===== src/rtl/trap_ctrl.sv =====
// ---------------------------------------------------------------------------
// trap_ctrl -- machine-mode trap / mret sequencer
//
// Accepts one synchronous exception, committed mret or enabled interrupt
// while idle, drains outstanding memory traffic, flushes the pipeline,
// writes the machine CSRs one per cycle and redirects fetch to the trap
// vector (or back to mepc for mret). The pipeline is stalled for the whole
// sequence.
//
// Ports
//   clock, reset_n          sole clock (rising edge), async active-low reset
//   excp_req/code/pc/tval   synchronous exception reported at commit
//   mret_req                committed mret
//   itrp_pend, itrp_en      pending / enabled interrupts {ext, timer, soft}
//   itrp_pc                 PC of next uncommitted instruction
//   mem_busy                outstanding memory transaction
//   mtvec, mepc, mstatus    current CSR read values
//   csr_wr_en/sel/data      CSR write port (sel 0 mepc, 1 mcause, 2 mtval,
//                           3 mstatus)
//   redirect_valid/pc/ready fetch redirect handshake
//   stall                   freeze pipeline (high whenever not idle)
//   flush                   one-cycle pipeline kill when the drain completes
// ---------------------------------------------------------------------------
module trap_ctrl #(
  parameter int XLEN = 64
) (
  input  logic            clock,
  input  logic            reset_n,
  input  logic            excp_req,
  input  logic [3:0]      excp_code,
  input  logic [XLEN-1:0] excp_pc,
  input  logic [XLEN-1:0] excp_tval,
  input  logic            mret_req,
  input  logic [2:0]      itrp_pend,
  input  logic [2:0]      itrp_en,
  input  logic [XLEN-1:0] itrp_pc,
  input  logic            mem_busy,
  input  logic [XLEN-1:0] mtvec,
  input  logic [XLEN-1:0] mepc,
  input  logic [XLEN-1:0] mstatus,
  output logic            csr_wr_en,
  output logic [1:0]      csr_wr_sel,
  output logic [XLEN-1:0] csr_wr_data,
  output logic            redirect_valid,
  output logic [XLEN-1:0] redirect_pc,
  input  logic            redirect_ready,
  output logic            stall,
  output logic            flush
);

  typedef enum logic [2:0] {
    S_IDLE,
    S_DRAIN,
    S_WR_EPC,
    S_WR_CAUSE,
    S_WR_TVAL,
    S_WR_STAT,
    S_MRET_STAT,
    S_REDIR
  } state_t;

  localparam logic [1:0] SEL_MEPC    = 2'd0;
  localparam logic [1:0] SEL_MCAUSE  = 2'd1;
  localparam logic [1:0] SEL_MTVAL   = 2'd2;
  localparam logic [1:0] SEL_MSTATUS = 2'd3;

  state_t          state;
  logic            is_itrp;
  logic            is_mret;
  logic [3:0]      code_q;
  logic [XLEN-1:0] epc_q;
  logic [XLEN-1:0] tval_q;
  logic [XLEN-1:0] data_q;   // write data for the mepc/mcause/mtval steps

  // Interrupt eligibility and fixed-priority selection ext > soft > timer.
  logic [2:0]      itrp_hit;
  logic            itrp_ok;
  logic [3:0]      itrp_code;

  // NOTE: every always_comb output gets a default first so no path leaves
  // it unassigned, which would otherwise infer a latch.
  always_comb begin
    itrp_hit  = itrp_pend & itrp_en;
    itrp_ok   = mstatus[3] && (itrp_hit != 3'b000);
    itrp_code = 4'd7;
    if (itrp_hit[2])      itrp_code = 4'd11;
    else if (itrp_hit[0]) itrp_code = 4'd3;
  end

  // Trap target: vectored mode only offsets interrupts; the add wraps
  // naturally at XLEN bits.
  logic [XLEN-1:0] trap_base;
  logic [XLEN-1:0] trap_target;
  logic [XLEN-1:0] cause_val;

  always_comb begin
    trap_base   = mtvec & ~XLEN'(3);
    trap_target = trap_base;
    if (mtvec[1:0] == 2'b01 && is_itrp)
      trap_target = trap_base + {{(XLEN-6){1'b0}}, code_q, 2'b00};
    cause_val   = {is_itrp, {(XLEN-5){1'b0}}, code_q};
  end

  // mstatus updates use the live CSR value so the write reflects whatever
  // mstatus holds in the write cycle itself.
  //   trap: MPIE <= MIE, MIE <= 0, MPP <= 3
  //   mret: MIE <= MPIE, MPIE <= 1, MPP <= 3
  logic [XLEN-1:0] stat_trap;
  logic [XLEN-1:0] stat_mret;

  always_comb begin
    stat_trap        = mstatus;
    stat_trap[7]     = mstatus[3];
    stat_trap[3]     = 1'b0;
    stat_trap[12:11] = 2'b11;
    stat_mret        = mstatus;
    stat_mret[3]     = mstatus[7];
    stat_mret[7]     = 1'b1;
    stat_mret[12:11] = 2'b11;
  end

  assign csr_wr_data = (csr_wr_en && csr_wr_sel == SEL_MSTATUS)
                       ? (is_mret ? stat_mret : stat_trap)
                       : data_q;

  // Flush depends on the live mem_busy so it fires in the very cycle the
  // drain completes.
  assign flush = (state == S_DRAIN) && !mem_busy;

  // NOTE: all sequential state uses non-blocking assignments so every
  // register samples pre-edge values regardless of statement order.
  always_ff @(posedge clock or negedge reset_n) begin
    if (!reset_n) begin
      state          <= S_IDLE;
      is_itrp        <= 1'b0;
      is_mret        <= 1'b0;
      code_q         <= 4'd0;
      epc_q          <= '0;
      tval_q         <= '0;
      data_q         <= '0;
      csr_wr_en      <= 1'b0;
      csr_wr_sel     <= 2'd0;
      redirect_valid <= 1'b0;
      redirect_pc    <= '0;
      stall          <= 1'b0;
    end else begin
      case (state)
        S_IDLE: begin
          if (excp_req) begin
            is_itrp <= 1'b0;
            is_mret <= 1'b0;
            code_q  <= excp_code;
            epc_q   <= excp_pc;
            tval_q  <= excp_tval;
            stall   <= 1'b1;
            state   <= S_DRAIN;
          end else if (mret_req) begin
            is_itrp <= 1'b0;
            is_mret <= 1'b1;
            code_q  <= 4'd0;
            epc_q   <= mepc & ~XLEN'(3);
            tval_q  <= '0;
            stall   <= 1'b1;
            state   <= S_DRAIN;
          end else if (itrp_ok) begin
            is_itrp <= 1'b1;
            is_mret <= 1'b0;
            code_q  <= itrp_code;
            epc_q   <= itrp_pc;
            tval_q  <= '0;
            stall   <= 1'b1;
            state   <= S_DRAIN;
          end
        end

        S_DRAIN: begin
          if (!mem_busy) begin
            csr_wr_en <= 1'b1;
            if (is_mret) begin
              csr_wr_sel <= SEL_MSTATUS;
              data_q     <= '0;
              state      <= S_MRET_STAT;
            end else begin
              csr_wr_sel <= SEL_MEPC;
              data_q     <= epc_q;
              state      <= S_WR_EPC;
            end
          end
        end

        S_WR_EPC: begin
          csr_wr_sel <= SEL_MCAUSE;
          data_q     <= cause_val;
          state      <= S_WR_CAUSE;
        end

        S_WR_CAUSE: begin
          csr_wr_sel <= SEL_MTVAL;
          data_q     <= tval_q;
          state      <= S_WR_TVAL;
        end

        S_WR_TVAL: begin
          csr_wr_sel <= SEL_MSTATUS;
          data_q     <= '0;
          state      <= S_WR_STAT;
        end

        S_WR_STAT: begin
          csr_wr_en      <= 1'b0;
          csr_wr_sel     <= 2'd0;
          redirect_valid <= 1'b1;
          redirect_pc    <= trap_target;
          state          <= S_REDIR;
        end

        S_MRET_STAT: begin
          csr_wr_en      <= 1'b0;
          csr_wr_sel     <= 2'd0;
          redirect_valid <= 1'b1;
          redirect_pc    <= epc_q;
          state          <= S_REDIR;
        end

        S_REDIR: begin
          if (redirect_ready) begin
            redirect_valid <= 1'b0;
            redirect_pc    <= '0;
            stall          <= 1'b0;
            state          <= S_IDLE;
          end
        end

        default: state <= S_IDLE;
      endcase
    end
  end

endmodule


===== config.mk =====
export PLATFORM = sky130hd
export DESIGN_NAME = trap_ctrl
export DESIGN_NICKNAME = d
export VERILOG_FILES = /design/src/rtl/trap_ctrl.sv
export SDC_FILE = /design/constraint.sdc
export NUM_CORES = 1
export LEC_CHECK = 0
export ABC_AREA = 1
export BUFFER_PORTS_ARGS = -buffer_cell sky130_fd_sc_hd__buf_4
export CAP_MARGIN = 10
export CORE_AREA = 2 2 205 207
export DETAILED_ROUTE_END_ITERATION = 8
export DIE_AREA = 0 0 207 209
export REMOVE_ABC_BUFFERS = 1
export SLEW_MARGIN = 10
export SYNTH_ARGS = -nofsm -noshare
export SYNTH_HDL_FRONTEND = slang
export SYNTH_SLANG_ARGS = --single-unit

===== constraint.sdc =====
create_clock -name clock -period 3 [get_ports clock]
set_input_delay 0.6 -clock clock [delete_from_list [all_inputs] [get_ports clock]]
set_output_delay 0.6 -clock clock [all_outputs]
set_load 0.005 [all_outputs]

## Word-level counts from Yosys, hierarchy flattened

Cells that the tools add are included.

- Output and inout bits: 134
- Register bits: 270
- Bits of input ports: 400

- Equal/unequal tests: 12
- $add $sub $neg: 1
- Multiplexer cells: 42
- Bitwise gates (word level): 1
- Reductions and logical operators: 23

Operators with widths:

| kind | count |
|---|---|
| $mux W64 | 11 |
| $pmux W64 S4 | 1 |
| $pmux W64 S3 | 1 |
| $add A64 B6 Y64 | 1 |
| $mux W3 | 7 |
| $pmux W3 S7 | 1 |
| $mux W4 | 4 |
| $eq A3 B3 Y1 const B | 4 |
| $reduce_and A2 Y1 | 6 |
| $mux W1 | 10 |
| $pmux W2 S5 | 1 |
| $reduce_bool A3 Y1 | 3 |
| $mux W8 | 1 |
| $eq A3 B2 Y1 const B | 2 |
| $pmux W1 S2 | 3 |
| $reduce_and A3 Y1 | 2 |
| $reduce_bool A2 Y1 | 3 |
| $reduce_bool A5 Y1 | 1 |
| $logic_and A1 B1 Y1 | 4 |
| $mux W2 | 2 |
| $ne A2 B2 Y1 const B | 2 |
| $ne A4 B4 Y1 const B | 1 |
| $reduce_bool A4 Y1 | 1 |
| $and A3 B3 Y3 | 1 |
| 6 further kinds | 6 |

## Longest topological paths before layout

- Word-level depth: 7
- Gate-level depth with buffers: 12

## Worst setup path after synthesis

No wires, ideal clock.

- Path kind: input-to-reg
- Start: input mtvec[2]
- End: register redirect_pc[54]
- Library setup time: 0.122 ns
- Stages on the path: 11
- Path buffers: 0
- Path slack: 0.745 ns
- Data arrival time: 2.132 ns
- Cells stage by stage: ha_1 inv_1 fa_1 o21ai_2 nand4_1 nor2_4 nand3_1 nand2_1 nand2_1 nand2_1 a21oi_1

- Cells in the longest elaborated chain, start to end: 3

Ends and longest elaborated chain:

| what | line | source |
|---|---|---|
| start, declared | 38 | `input logic [XLEN-1:0] mtvec,` |
| $add A64 B6 Y64 | 100 | `trap_target = trap_base + {{(XLEN-6){1'b0}}, code_q, 2'b00};` |
| $mux W64 | 99 | `if (mtvec[1:0] == 2'b01 && is_itrp)` |
| $pmux W64 S3 | 147 | `case (state)` |
| end signal, assigned | 213 | `redirect_pc <= trap_target;` |
| end signal, assigned | 221 | `redirect_pc <= epc_q;` |
| end, declared | 45 | `output logic [XLEN-1:0] redirect_pc,` |

No other way between the ends.
A chain may end at the register's enable or synchronous reset.

## Worst setup path after layout

- Start: register csr_wr_sel[0]
- End: output csr_wr_data[47]

- Cells in the longest elaborated chain, start to end: 3

Ends and longest elaborated chain:

| what | line | source |
|---|---|---|
| start, declared | 42 | `output logic [1:0] csr_wr_sel,` |
| start signal, assigned | 142 | `csr_wr_sel <= 2'd0;` |
| start signal, assigned | 180 | `csr_wr_sel <= SEL_MSTATUS;` |
| start signal, assigned | 184 | `csr_wr_sel <= SEL_MEPC;` |
| $eq A2 B2 Y1 | 122 | `assign csr_wr_data = (csr_wr_en && csr_wr_sel == SEL_MSTATUS)` |
| $logic_and A1 B1 Y1 | 122 |  |
| $mux W64 | 123 | `? (is_mret ? stat_mret : stat_trap)` |
| end, declared | 43 | `output logic [XLEN-1:0] csr_wr_data,` |

No other way between the ends.

==> metrics.yaml <==
synth_area_mm2: 0.0157
initial_core_util: 0.381
worst_pin_slew_ns: 0.942
hold_buffers: 0
end_kind: "primary output"
clkPwrFrac: 0.205
io_pins: 534
dieWidth_um: 207
fmax_mhz: 360
async_reset_ff_frac: 1.00
finClkSkew_ns: 0.0134
area_growth_pct: 35.5
dp_slack_ns: 0.197
status: "finished, violations left"
worst_slack_ns: 0.223
routed_wl_mm: 60.5
power.net_switching_mw: 8.23
clock_path_buffers: 3
core_mm2: 0.0413
power_frac_comb: 0.483
cts_tree: "yes"
period_minus_slack_ns: 2.78
gp_congestion: 0.875
synthFlopType: "dfrtp_1"
max_slew_margin: 0.372
core.rowCount: 75
via_count: 16600
finalHoldViolCount: 4
critPathMaxFanout: 125
synth_area_per_cell_um2: 7.20
grt-busiest-layer: "met2"
drt_pass1_iterations: 5
dp_hpwl_mm: 45.4
hold_class: "in2async"
drv_slew: 0
placed_cells: 3157
grt_use_total: 0.273
drt-initial-drc-count: 989
synth_enable_flop_cells: 0
routedWlPerCell_um: 18.8
vias_per_cell: 5.15
cts.clk_slew.worst_paths_ns: 0.06
met2_usage: 0.453
met1_usage: 0.364
vdd_drop_max_mv: 0.566
post_cts_buffers: 0
switching_share: 0.421
critical_path_class: "reg2out"
ys_seq_area_frac: 0.430
drive_above_1_share: 0.248
hold_slack_ns: -0.0175
setup_violations: 0
power_leakage_nw: 10.3
clock-sinks: 270
cp-start-kind: "register"
die_h_um: 209
violations: "negative hold slack"
cts_htree_levels: 1
reg2reg_depth: 9
pwr-share-seq: 0.312
die-area_mm2: 0.0433
power_density_mw_per_mm2: 919
grt_max_degree: 159
yosys_register_bits: 270
rsz0062_at_grt: "no"
antenna_found_initial: 5
fin_cells: 3218
ys_types: 50
portBuffers: 529
clk_root_buffer_cell: "clkbuf_16"
ant_nets: 0
grt_pass1_vias: 16300
synth_cells: 2184
cts_made_buffers: 31
ys_warn_count: 0
overflow: 0
arrival_ns: 2.18
cts_resized: 0
drc: 0
drv_cap: 0
fin_nets: 3060
grt_pass1_wl_mm: 93.7
internal_power_mw: 11.3
grt.met3_usage: 0.0416
clkLatencyLatePin_ns: 0.58
timing.final.crit_share: 0.926
critPathRequiredTime_ns: 2.40
==> through the flow <==
| stage | setup TNS, ns | util | hold WS, ns | power (mW) | area [um2] |
|---|---|---|---|---|---|
| CTS | 0 | 0.516 | 0.0146 | 19.7 | 21300 |
| global route | 0 | 0.516 | 0.0323 | 21.2 | 21300 |
| finish | 0 | 0.516 | -0.0175 | 19.6 | 21300 |
| global placement | 0 | 0.489 | 0.471 | 15.4 | 20200 |
| detailed placement | 0 | 0.489 | 0.470 | 15.6 | 20200 |
| floorplan | -325.62 | - | 0.304 | 10.8 | 15100 |
==> critical path, cell delays in order (launching register included) <==
cell and delay, ns:
dfrtp_1 0.39, inv_1 0.09, nor3_4 0.20, buf_12 0.40, o21ai_0 0.29, buf_4 0.21
==> power by group through the flow <==
stage | clock network (mW) | logic, mW | registers (mW)
after CTS | 4.10 | 9.52 | 6.12
after detailed placement | 0 | 9.46 | 6.17
after global routing | 4.26 | 10.6 | 6.29
final | 4.01 | 9.45 | 6.11
after floorplan | 0 | 4.82 | 5.95
after global placement | 0 | 9.33 | 6.12
==> logic make-up (layout without fill, tap and decap cells) <==
family / count (synthesis) / count (layout) / share of synthesized area
flip-flops: 270 / 270 / 0.430
adder cells (fa/ha/maj): 9 / 9 / 0.00764
AO/OA/AOI/OAI: 541 / 541 / 0.182
XOR/XNOR: 9 / 9 / 0.00502
AND/OR/NAND/NOR: 902 / 902 / 0.251
other: 0 / 4 / 0
buffers and inverters: 427 / 918 / 0.108
multiplexers: 26 / 26 / 0.0166
==> final timing paths <==
| path | slack, ns | endpoint | startpoint |
|---|---|---|---|
| setup / recovery | 0.22 | csr_wr_data[47] | csr_wr_sel[0] |
| hold reg to reg | 0.49 | redirect_pc[0] | redirect_pc[0] |
| hold / removal | -0.02 | data_q[17] | reset_n |
| setup reg to reg | 0.48 | tval_q[5] | state[1] |
| min in group clock | 0.27 | tval_q[8] | excp_tval[8] |
| max in group asynchronous | 2.12 | tval_q[39] | reset_n |
==> state kept, by name, summed over array words and instances, names as in the netlist <==
| register | cells |
|---|---|
| is_itrp | 1 |
| tval_q | 64 |
| redirect_valid | 1 |
| csr_wr_sel | 2 |
| stall | 1 |
| redirect_pc | 64 |
| code_q | 4 |
| is_mret | 1 |
| epc_q | 64 |
| data_q | 64 |
| state | 3 |
| csr_wr_en | 1 |
==> area by class of cell <==
type,instances,area (um2)
fill,4124,20000
tap,539,674
timing repair buffer,562,4350
clock buffer,40,870
multi-input combinational,1487,7300
inverter,299,1130
sequential,270,6760
clock inverter,17,210
antenna,4,10.0
==> placed cells by master (no fill, tap or decap), types with 3 or more instances in the layout <==
| cell type | count |
|---|---|
| nand2_1 | 461 |
| clkbuf_16 | 31 |
| nor2_1 | 135 |
| o21ai_0 | 309 |
| clkbuf_1 | 3 |
| bufinv_16 | 4 |
| inv_2 | 7 |
| clkbuf_8 | 6 |
| nor3_1 | 14 |
| nand2_2 | 5 |
| o21ai_1 | 7 |
| nor2_4 | 5 |
| o211ai_1 | 5 |
| clkinv_2 | 5 |
| o21bai_1 | 3 |
| ha_1 | 8 |
| o31ai_1 | 4 |
| xnor2_1 | 5 |
| xor2_1 | 4 |
| dfrtp_1 | 270 |
| nor2_2 | 9 |
| inv_6 | 4 |
| clkinvlp_4 | 4 |
| or2_2 | 6 |
| nand3_1 | 219 |
| nand4_1 | 31 |
| o22ai_1 | 63 |
| nand3_2 | 3 |
| diode_2 | 4 |
| inv_1 | 291 |
| a21o_1 | 4 |
| buf_12 | 10 |
| buf_4 | 551 |
| a21oi_1 | 134 |
| mux2i_1 | 26 |
==> routing by layer <==
layer | wire [um] | up-vias
li1 | - | 8103
met4 | 2070 | 0
met5 | 0 | -
met2 | 28400 | 589
met3 | 3690 | 108
met1 | 26300 | 7775
==> Yosys cell counts (2+ instances only) <==
| master | number | area share |
|---|---|---|
| o21ai_0 | 309 | 0.098 |
| buf_4 | 4 | 0.0019 |
| o21bai_1 | 3 | 0.0014 |
| nor3_2 | 3 | 0.0019 |
| ha_1 | 8 | 0.0064 |
| a41oi_1 | 2 | 0.0011 |
| buf_2 | 58 | 0.018 |
| xor2_1 | 4 | 0.0022 |
| o31ai_1 | 4 | 0.0019 |
| buf_1 | 7 | 0.0017 |
| nor2_4 | 5 | 0.0036 |
| xnor2_1 | 5 | 0.0028 |
| dfrtp_1 | 270 | 0.43 |
| o211ai_1 | 5 | 0.0024 |
| o22ai_1 | 63 | 0.025 |
| inv_1 | 292 | 0.070 |
| a21oi_1 | 135 | 0.043 |
| nand3_2 | 3 | 0.0019 |
| nor2_1 | 135 | 0.032 |
| nor3_1 | 14 | 0.0045 |
| nand2_1 | 463 | 0.11 |
| or2_2 | 6 | 0.0024 |
| or2_1 | 2 | 0.00080 |
| o21ai_1 | 7 | 0.0022 |
| o22a_1 | 2 | 0.0011 |
| nand3_1 | 219 | 0.070 |
| a21o_1 | 4 | 0.0019 |
| nand4_1 | 31 | 0.012 |
| clkbuf_1 | 59 | 0.014 |
| nand2_2 | 4 | 0.0016 |
| mux2i_1 | 26 | 0.017 |
| inv_2 | 6 | 0.0014 |
| nor2_2 | 9 | 0.0036 |
No activity file was read; power rests on OpenSTA's default activity.
